[src/rtl/imem_load_ctrl.sv]
// ---------------------------------------------------------------------------
// imem_load_ctrl
//
// Owns the single port of the instruction memory. In RUN the CPU fetch
// address passes straight through (combinational, no added latency). On
// load_start the CPU is stalled, a byte-serial program stream is packed
// big-endian into 32-bit words and written from address 0 upward. The load
// ends after NWORDS writes or on load_end; a partial word is written
// left-justified and zero-padded.
//
// Ports:
//   clk, reset        rising-edge clock, asynchronous active-high reset
//   cpu_a             CPU fetch word address
//   load_start        one-cycle request to begin a program load
//   load_end          one-cycle request to end the load early
//   byte_valid/data   loader byte stream
//   byte_ready        a byte is accepted this cycle when byte_valid is high
//   mem_a/we/wd       instruction memory address, write enable, write data
//   cpu_stall         freezes PC/fetch while high
//   load_done         one-cycle pulse in the first RUN cycle after a load
//   words_loaded      number of words written by the last load (0..NWORDS)
//   load_checksum     (only with IMEM_LOAD_CHECKSUM_EN defined) modulo-2^32
//                     sum of all words written by the current load
//
// Optional feature macro: IMEM_LOAD_CHECKSUM_EN
// ---------------------------------------------------------------------------
module imem_load_ctrl #(
    parameter int AW     = 6,
    parameter int NWORDS = 64
) (
    input  logic          clk,
    input  logic          reset,
    input  logic [AW-1:0] cpu_a,
    input  logic          load_start,
    input  logic          load_end,
    input  logic          byte_valid,
    input  logic [7:0]    byte_data,
    output logic          byte_ready,
    output logic [AW-1:0] mem_a,
    output logic          mem_we,
    output logic [31:0]   mem_wd,
    output logic          cpu_stall,
    output logic          load_done,
    output logic [AW:0]   words_loaded
`ifdef IMEM_LOAD_CHECKSUM_EN
    ,
    output logic [31:0]   load_checksum
`endif
);

    typedef enum logic [1:0] {
        RUN   = 2'd0,
        LOAD  = 2'd1,
        WRITE = 2'd2
    } state_t;

    localparam logic [AW-1:0] LAST_ADDR = AW'(NWORDS - 1);

    state_t        state_reg, state_next;
    logic [AW-1:0] wr_ptr_reg;
    logic [1:0]    byte_cnt_reg;
    logic [31:0]   word_reg;
    logic          end_pending_reg;

    // Combinational view of the byte being accepted this cycle.
    logic          accept;
    logic [2:0]    fill;        // bytes held after this cycle's accept (0..4)
    logic [31:0]   word_fill;   // shift register after this cycle's accept
    logic [31:0]   word_padded; // word_fill left-justified for a partial word

    assign mem_wd = word_reg;

    always_comb begin
        state_next = state_reg;
        byte_ready = 1'b0;
        mem_we     = 1'b0;
        cpu_stall  = 1'b0;
        mem_a      = cpu_a;
        accept     = 1'b0;
        fill       = {1'b0, byte_cnt_reg};
        word_fill  = word_reg;

        case (state_reg)
            RUN: begin
                if (load_start)
                    state_next = LOAD;
            end
            LOAD: begin
                cpu_stall  = 1'b1;
                byte_ready = 1'b1;
                mem_a      = wr_ptr_reg;
                accept     = byte_valid;
                if (accept) begin
                    word_fill = {word_reg[23:0], byte_data};
                    fill      = {1'b0, byte_cnt_reg} + 3'd1;
                end
                // A byte arriving with load_end is taken first, so a word it
                // completes is written before returning to RUN.
                if (fill == 3'd4)
                    state_next = WRITE;
                else if (load_end)
                    state_next = (fill == 3'd0) ? RUN : WRITE;
            end
            WRITE: begin
                cpu_stall = 1'b1;
                mem_we    = 1'b1;
                mem_a     = wr_ptr_reg;
                if (wr_ptr_reg == LAST_ADDR || end_pending_reg)
                    state_next = RUN;
                else
                    state_next = LOAD;
            end
            default: state_next = RUN;
        endcase
    end

    // Older bytes still sit in the upper lanes of the shift register, so the
    // partial word is rebuilt from the low lanes only.
    always_comb begin
        case (fill)
            3'd1:    word_padded = {word_fill[7:0], 24'd0};
            3'd2:    word_padded = {word_fill[15:0], 16'd0};
            3'd3:    word_padded = {word_fill[23:0], 8'd0};
            default: word_padded = word_fill;
        endcase
    end

    always_ff @(posedge clk or posedge reset) begin
        if (reset)
            state_reg <= RUN;
        else
            state_reg <= state_next;
    end

    always_ff @(posedge clk or posedge reset) begin
        if (reset) begin
            wr_ptr_reg      <= '0;
            byte_cnt_reg    <= '0;
            word_reg        <= '0;
            end_pending_reg <= 1'b0;
            load_done       <= 1'b0;
            words_loaded    <= '0;
        end else begin
            load_done <= 1'b0;
            case (state_reg)
                RUN: begin
                    if (load_start) begin
                        wr_ptr_reg      <= '0;
                        byte_cnt_reg    <= '0;
                        end_pending_reg <= 1'b0;
                    end
                end
                LOAD: begin
                    if (state_next == WRITE) begin
                        word_reg        <= word_padded;
                        byte_cnt_reg    <= '0;
                        end_pending_reg <= load_end;
                    end else if (accept) begin
                        word_reg     <= word_fill;
                        byte_cnt_reg <= fill[1:0];
                    end
                    if (state_next == RUN) begin
                        load_done    <= 1'b1;
                        words_loaded <= {1'b0, wr_ptr_reg};
                    end
                end
                WRITE: begin
                    wr_ptr_reg <= wr_ptr_reg + 1'b1;
                    if (state_next == RUN) begin
                        load_done    <= 1'b1;
                        words_loaded <= {1'b0, wr_ptr_reg} + 1'b1;
                    end
                end
                default: ;
            endcase
        end
    end

`ifdef IMEM_LOAD_CHECKSUM_EN
    always_ff @(posedge clk or posedge reset) begin
        if (reset)
            load_checksum <= '0;
        else if (state_reg == RUN && load_start)
            load_checksum <= '0;
        else if (state_reg == WRITE)
            load_checksum <= load_checksum + word_reg;
    end
`endif

endmodule

[config.mk]
export PLATFORM = sky130hd
export DESIGN_NAME = imem_load_ctrl
export DESIGN_NICKNAME = d
export VERILOG_FILES = /design/src/rtl/imem_load_ctrl.sv
export SDC_FILE = /design/constraint.sdc
export NUM_CORES = 1
export LEC_CHECK = 0
export CAP_MARGIN = 20
export CORE_MARGIN = 10
export CORE_UTILIZATION = 52
export CTS_CLUSTER_DIAMETER = 60
export CTS_CLUSTER_SIZE = 14
export DETAILED_ROUTE_END_ITERATION = 10
export PLACE_DENSITY_LB_ADDON = 0.08
export SLEW_MARGIN = 10
export SYNTH_ARGS = -nofsm -noshare
export SYNTH_HDL_FRONTEND = slang
export SYNTH_SLANG_ARGS = --single-unit
[constraint.sdc]
create_clock -name clk -period 3.6 [get_ports clk]
set_clock_uncertainty 0.05 [all_clocks]
set_input_delay 1.08 -clock clk [delete_from_list [all_inputs] [get_ports clk]]
set_output_delay 1.08 -clock clk [all_outputs]
set_load 0.05 [all_outputs]
### Yosys cells after proc, flatten, opt, wreduce, memory -nomap -nowiden

Cells that the tools add are included.

* bits in registers: 51
* latch bits: 0
* RAM bits: 0
* bits in read-only memories: 0
* input port bits: 19
* output and inout bits: 49
* word-level logic and storage cells: 69
* memories: 0

* add/subtract/negate cells: 3
* $mul: 0
* divide/modulo/power cells: 0
* order comparisons: 0
* equal/unequal tests: 13
* shift operators: 0
* muxes and demuxes: 32
* bitwise logic cells: 0
* reductions and logical operators: 14

Operators with widths (count)
* $mux 32: 3
* $pmux 32 s3: 1
* $mux 2: 7
* $mux 7: 2
* $pmux 7 s2: 1
* $mux 6: 2
* $pmux 6 s2: 1
* $mux 1: 9
* $mux 3: 3
* $reduce_and 3->1: 3
* $ne 2x2->1 const B: 4
* $reduce_bool 2->1: 4
* $add 6x1->7 const B: 1
* $add 6x1->6 const B: 1
* $eq 3x2->1 const B: 2
* $eq 6x6->1 const B: 1
* $pmux 2 s3: 1
* $eq 2x2->1 const B: 2
* $logic_not 2->1: 2
* $pmux 2 s2: 1
* $reduce_and 2->1: 2
* $add 2x1->3 const B: 1
* $eq 3x1->1 const B: 1
* $eq 3x3->1 const B: 1
* 6 further kinds: 6

### Depth between registers and ports, before layout

Gate-level depths: netlist of the first run.

* depth in word-level cells: 11
* depth in mapped cells: 11
* gate-level depth less buffers: 8

### Least setup slack after synthesis of the first run

OpenSTA, ideal clock, no wires.

* path kind: reg-to-reg
* start point: register state_reg[1]
* end point: register word_reg[10], in the netlist mem_wd[10]
* library setup time: 125 ps
* arrival: 2777 ps
* data required time: 3425 ps
* setup slack: 648 ps
* stages on the path, launching flop included: 12
* buffers on the path: 3
* clock period less this slack: 2952 ps
* path through: dfrtp_1 > inv_1 > ha_1 > buf_4 > inv_2 > o21ai_0 > a22oi_4 > or3_1 > buf_2 > a21o_4 > buf_12 > mux2_4

* word-level cells in the longest chain between the ends: 6
* elaborated cells between the ends (all ways): 17
* classes of those cells: 6 x eq/ne; 8 x mux; 3 x reduce/logical

Ends and longest elaborated chain
* start, declared: line 59 `state_t state_reg, state_next;`
* start signal, assigned: line 132 `state_reg <= state_next;`
* $mux 2: line 101 `else if (load_end)`
* $mux 2: line 99 `if (fill == 3'd4)`
* $pmux 2 s3: line 83 `case (state_reg)`
* $eq 2x2->1: line 154 `if (state_next == WRITE) begin`
* $reduce_bool 2->1 (no source line)
* $reduce_and 2->1 (no source line)
* end signal, assigned: line 155 `word_reg <= word_padded;`
* end signal, assigned: line 159 `word_reg <= word_fill;`
* end, declared: line 62 `logic [31:0] word_reg;`

Several ways; a longest one is shown, not always the timed one.
A chain may end at the register's enable or synchronous reset.

### Worst setup path after layout of the first run

* start point: register state_reg[0]
* end point: output port mem_we

* word-level cells in the longest chain between the ends: 2

Ends and longest elaborated chain
* $eq 2x2->1: line 83
* $mux 1: line 83
* end, declared: line 40 `output logic mem_we,`

No other way between the ends.

==> qor.yml, run 1 <==
run:
  drv_cap: 0
timing:
  fin_ws_ns: 0.276
  period_needed_ns: 3.32
  rsz0062_at_grt: "false"
  clock.fmax_mhz: 301
  setup_tns_ns: 0
  max_slew.worst_pin.slew_ns: 0.596
  slew_violations: 0
  relSlewSlack_pct: 60.2
  hold_violations: 0
  hold-worst-slack_ns: 0.454
  setup_violations: 0
  min_period_over_period_pct: 92.3
synthesis:
  async_reset_ff_share_pct: 100
  synth_seq_cells: 51
  synth-main-ff-cell: "dfrtp_1"
  syn_nets: 344
  yosysWarnings: 0
  ys_seq_area_share_pct: 38.1
  synthCells: 318
  syn_area_per_cell_um2: 10.5
  syn-cell-area_um2: 3350
  synth-edff-count: 0
  synth_cell_types: 50
detailed_routing:
  routedWlPerCell_um: 18.2
  drt_iter0_drc: 150
  drt-pass1-iter-count: 4
  wl_um: 8270
  vias: 2661
  drc_errors: 0
  vias_per_cell: 5.85
  antenna_left: 0
setup_path:
  endpoint_kind: "output port"
  critical_path_class: "reg2out"
  arrival_ns: 2.19
  r2r_cells: 7
  start_kind: "flop"
  reg2reg_slack_ns: 0.71
  rr_startpoint: "byte_cnt_reg[0]"
  crit_required_ns: 2.47
  crit_slowest_cell: "clkdlybuf4s50_1"
  path_cells: "inv_1, ha_1, clkdlybuf4s50_1"
  cp_num_buf_inv: 2
  cpPeakStageDelay_ns: 0.90
  reg2reg_to: "mem_wd[15]"
  critical_path.max_fanout: 11
  cp_top_family: "buffers and inverters"
clocking:
  h-tree-depth: 2
  cts_made_buffers: 5
  clk_latency_ns: 0.30
  clk_pin_slew_ns: 0.09
  cts_buffer_depth: 2
  post_cts_buffers: 0
  cts_tree: "done"
  numClockSinks: 51
  cts_root_buf: "clkbuf_8"
  postCtsHoldBufs: 0
  cts_resized: 0
pwr:
  vdd_drop_max_mv: 0.637
  switchingPower_mw: 2.12
  comb_power_share_pct: 68.2
  p_seq_share_pct: 23.5
  switching_share_pct: 49.7
  internal-power_mw: 2.15
  leakagePower_nw: 1.83
  clkPwrFrac_pct: 8.2
  cellPowerDensity_nw_per_um2: 1010
global_routing:
  antenna_found_initial: 0
  grt_max_degree: 43
  grt_overflow: 0
  grt_pass1_vias: 2718
  grt_pass1_wl_um: 13900
  grt_usage_pct: 16.6
status:
  status: "complete, no violations"
placed_design:
  place_congestion: 0.816
  hpwl_um: 6030
  pre_cts_ws_ns: 0.205
  port_buffers: 67
  post_dp_cell_area_um2: 4120
layout:
  finalInstanceArea_um2: 4210
  num_antenna_cells: 0
  fillers: 493
  final_cell_mix: "60 x clkdlybuf4s50_1, 51 x dfrtp_1, 31 x mux2_2, 28 x nor2_1, 26 x mux2i_1"
  largest_reg_flops: 32
  multi_input_area_um2: 1880
  drive_gt1_share_pct: 20.9
  syn2layout_area_growth_pct: 25.7
  layout_commonest_cell: "clkdlybuf4s50_1"
  regArea_um2: 1280
  final_nets: 404
min_path:
  whs_path_depth: 1
  whs_endpoint: "mem_wd[30]"
  min-delay-start: "mem_wd[30]"
  hp-class: "reg2reg"
die:
  die_area_um2: 10100
  start_util_pct: 53.1
  rows: 29
  io_pins: 68
  die_x_um: 100
  die_h_um: 100
  coreArea_um2: 6310
final cells by class:
class	instances	area share (%)
multi-input cells	231	44.7
flip-flops and latches	51	30.3
repair buffers	76	19.4
well taps	77	2.29
clock buffers	6	1.96
inverters	13	1.16
clock inverters	1	0.208
cell families (layout without fill, tap and decap cells):
logic type                 Yosys count  after routing  share of synthesized area, %
AOI/OAI and AO/OA                   78             78                          17.4
DFF                                 51             51                          38.1
muxes                               71             71                          24.4
xor gates and xnor gates             4              4                          1.05
adders and majority gates            7              7                          2.61
and+or+nand+nor                     71             71                          10.7
buffers and inverters               36             96                          5.75
worst max path at each step:
stage / start / end / slack, ns / depth (start not counted)
floorplan: state_reg[1] / mem_wd[10] / 0.65 / 11
global placement: load_end / mem_wd[8] / 0.25 / 7
detailed placement: load_end / mem_wd[7] / 0.20 / 7
CTS: state_reg[1] / byte_ready / 0.29 / 3
global route: state_reg[0] / mem_we / 0.16 / 3
finish: state_reg[0] / mem_we / 0.28 / 3
cell usage after synthesis (2+ instances only):
library cell  count  share of area, %
buf_4             5               1.1
mux2_4           14               6.3
nand4_1           3              0.56
buf_6             2              0.67
o21ai_1           2              0.30
o21ai_0          11               1.6
inv_1            12               1.3
nor2_1           28               3.1
and2_1            2              0.37
nand3_1           3              0.45
buf_2             6              0.90
ha_1              7               2.6
nor3_1            2              0.30
a32oi_1           2              0.52
xnor2_1           3              0.78
o2bb2ai_1         9               2.4
clkbuf_1          8              0.90
o22ai_1          25               4.7
and4b_1           2              0.60
a32o_1            3              0.90
mux2_2           31                10
o31ai_1           2              0.45
o22a_1            7               1.8
mux2i_1          26               7.8
dfrtp_1          51                38
nand2_1          15               1.7
a21oi_1           5              0.75
nand2b_1          9               1.7
a31oi_1           2              0.37
through the flow:
step	cells	power [mW]	utilization [%]
after floorplan	318	3.06	-
after global placement	448	3.90	65.3
after detailed placement	448	3.94	65.3
after CTS	455	4.30	66.7
after global routing	455	4.53	66.7
final	455	4.27	66.7
routing by layer:
metal / vias to the layer above / routed length (um) / global-route usage (%)
li1: 1303 / - / -
met1: 1283 / 3910 / 22.9
met2: 69 / 3710 / 25.0
met3: 6 / 583 / 5.29
met4: 0 / 73 / 3.37
met5: - / 0 / 0
power groups by stage:
stage / Combinational, mW / Clock, mW / Sequential [mW]
finish: 2.92 / 0.351 / 1.01
global route: 3.10 / 0.385 / 1.04
CTS: 2.93 / 0.358 / 1.00
detailed placement: 2.93 / 0 / 1.02
global placement: 2.89 / 0 / 1.00
floorplan: 1.50 / 0 / 1.56
worst reg2reg max path, delay by kind of cell (launching register included):
kind                       cells  cell delay [ns]
muxes                          2             0.75
AOI/OAI and AO/OA              2             0.66
DFF                            1             0.50
and+or+nand+nor                2             0.42
adders and majority gates      1             0.41
(Power assumes the default switching activity.)
==> run 2: changes to the inputs <==
==> constraint.sdc (replaced) <==
create_clock -name clk -period 3.6 [get_ports clk]
set_clock_uncertainty 0.05 [all_clocks]
set_input_delay 1.08 -clock clk [delete_from_list [all_inputs] [get_ports clk]]
set_output_delay 1.08 -clock clk [all_outputs]
set_load 0.01 [all_outputs]
==> run 2 against run 1 <==
  * Power down 20%
  * Via count down 1.1%
  * Combinational power down 28%
  * Global-route usage up 0.14 points
  * Worst hold slack worse by 0.0082 ns
==> qor.yml, run 2 (synthesis results as in run 1) <==
setup_path:
  start_kind: "input port"
  crit_required_ns: 2.47
  arrival_ns: 2.22
  rr_startpoint: "state_reg[1]"
  crit_path_start: "cpu_a[0]"
  critical_path.max_fanout: 1
  r2r_cells: 8
  reg2reg_slack_ns: 0.69
  endpoint_kind: "output port"
  reg2reg_to: "mem_wd[14]"
  critical_path_class: "in2out"
timing:
  setup_violations: 0
  max_slew.worst_pin.slew_ns: 0.592
  slew_violations: 0
  hold-worst-slack_ns: 0.445
  rsz0062_at_grt: "false"
  min_period_over_period_pct: 93.0
  hold_violations: 0
  relSlewSlack_pct: 60.5
  clock.fmax_mhz: 299
  setup_tns_ns: 0
  period_needed_ns: 3.35
die:
  die_h_um: 100
  start_util_pct: 53.1
  io_pins: 68
  die_x_um: 100
  die_area_um2: 10100
  rows: 29
  coreArea_um2: 6310
clocking:
  post_cts_buffers: 0
  cts_buffer_depth: 2
  numClockSinks: 51
  cts_made_buffers: 5
  clk_latency_ns: 0.30
  h-tree-depth: 2
  clk_pin_slew_ns: 0.09
  cts_resized: 0
  cts_root_buf: "clkbuf_8"
  postCtsHoldBufs: 0
  cts_tree: "done"
layout:
  largest_reg_flops: 32
  syn2layout_area_growth_pct: 23.7
  layout_commonest_cell: "clkdlybuf4s50_1"
  finalNonFillerCells: 455
  final_nets: 404
  num_antenna_cells: 0
  final_cell_mix: "66 x clkdlybuf4s50_1, 51 x dfrtp_1, 31 x mux2_2, 28 x nor2_1, 26 x mux2i_1"
  drive_gt1_share_pct: 19.3
  post-route-util_pct: 65.7
run:
  drv_cap: 0
detailed_routing:
  drt-pass1-iter-count: 4
  wl_um: 8250
  routedWlPerCell_um: 18.1
  drc_errors: 0
  vias: 2632
  drt_iter0_drc: 149
  vias_per_cell: 5.78
  antenna_left: 0
status:
  status: "complete, no violations"
pwr:
  total_power_mw: 3.43
  leakagePower_nw: 1.80
  vdd_drop_max_mv: 0.402
  cellPowerDensity_nw_per_um2: 828
min_path:
  min-delay-start: "mem_wd[31]"
  whs_endpoint: "mem_wd[31]"
  whs_path_depth: 1
  hp-class: "reg2reg"
global_routing:
  grt_max_degree: 43
  grt_pass1_vias: 2755
  grt_usage_pct: 16.8
  antenna_found_initial: 0
  grt_overflow: 0
  grt_pass1_wl_um: 14100
placed_design:
  dp_cells: 448
  port_buffers: 67
  hpwl_um: 6050
  place_congestion: 0.826
-- run 2: area by class of cell --
type,instances,area [um2]
timing repair buffer,76,758
inverter,13,48.8
tap,77,96.3
clock buffer,5,68.8
multi-input combinational,231,1880
sequential,51,1280
fill,541,2170
clock inverter,2,13.8
-- run 2: routing by layer --
metal	global-route usage, %	part of all wire [%]	vias up
li1	-	-	1296
met1	22.4	48	1272
met5	0	0	-
met4	4.02	0.79	0
met2	25.4	45	58
met3	5.84	6.3	6
-- run 2: worst max path at each step --
| stage | to | depth (start not counted) |
|---|---|---|
| detailed placement | mem_wd[5] | 7 |
| finish | mem_a[0] | 3 |
| floorplan | mem_wd[10] | 9 |
| global placement | mem_wd[8] | 7 |
| CTS | mem_a[0] | 3 |
| global route | mem_a[3] | 4 |
-- run 2: worst max-delay path, stage by stage --
cell,delay [ns]
clkdlybuf4s50_1,0.39
mux2_2,0.26
clkdlybuf4s50_1,0.48
-- run 2: where the power goes --
group	total, mW	leakage (nW)	switching [mW]	internal, mW
logic	2.10	1.11	0.967	1.14
registers	1.01	0.648	0.227	0.780
clock network	0.323	0.0440	0.190	0.133
total	3.43	1.80	1.38	2.05
-- run 2: metrics by stage --
stage / cell area (um2) / setup slack [ns]
after floorplan: 3350 / 0.679
final: 4150 / 0.251
after global routing: 4150 / 0.176
after global placement: 4060 / 0.250
after detailed placement: 4060 / 0.224
after CTS: 4150 / 0.242
==> run 3: changes to the inputs <==
--- a/config.mk
+++ b/config.mk
@@ -5,14 +5,11 @@
 export SDC_FILE = /design/constraint.sdc
 export NUM_CORES = 1
 export LEC_CHECK = 0
-export CAP_MARGIN = 20
 export CORE_MARGIN = 10
 export CORE_UTILIZATION = 52
 export CTS_CLUSTER_DIAMETER = 60
-export CTS_CLUSTER_SIZE = 14
 export DETAILED_ROUTE_END_ITERATION = 10
 export PLACE_DENSITY_LB_ADDON = 0.08
-export SLEW_MARGIN = 10
 export SYNTH_ARGS = -nofsm -noshare
 export SYNTH_HDL_FRONTEND = slang
 export SYNTH_SLANG_ARGS = --single-unit
==> results of run 3 <==
Same layout as run 2: the final DEF is identical, and so are final timing and power.
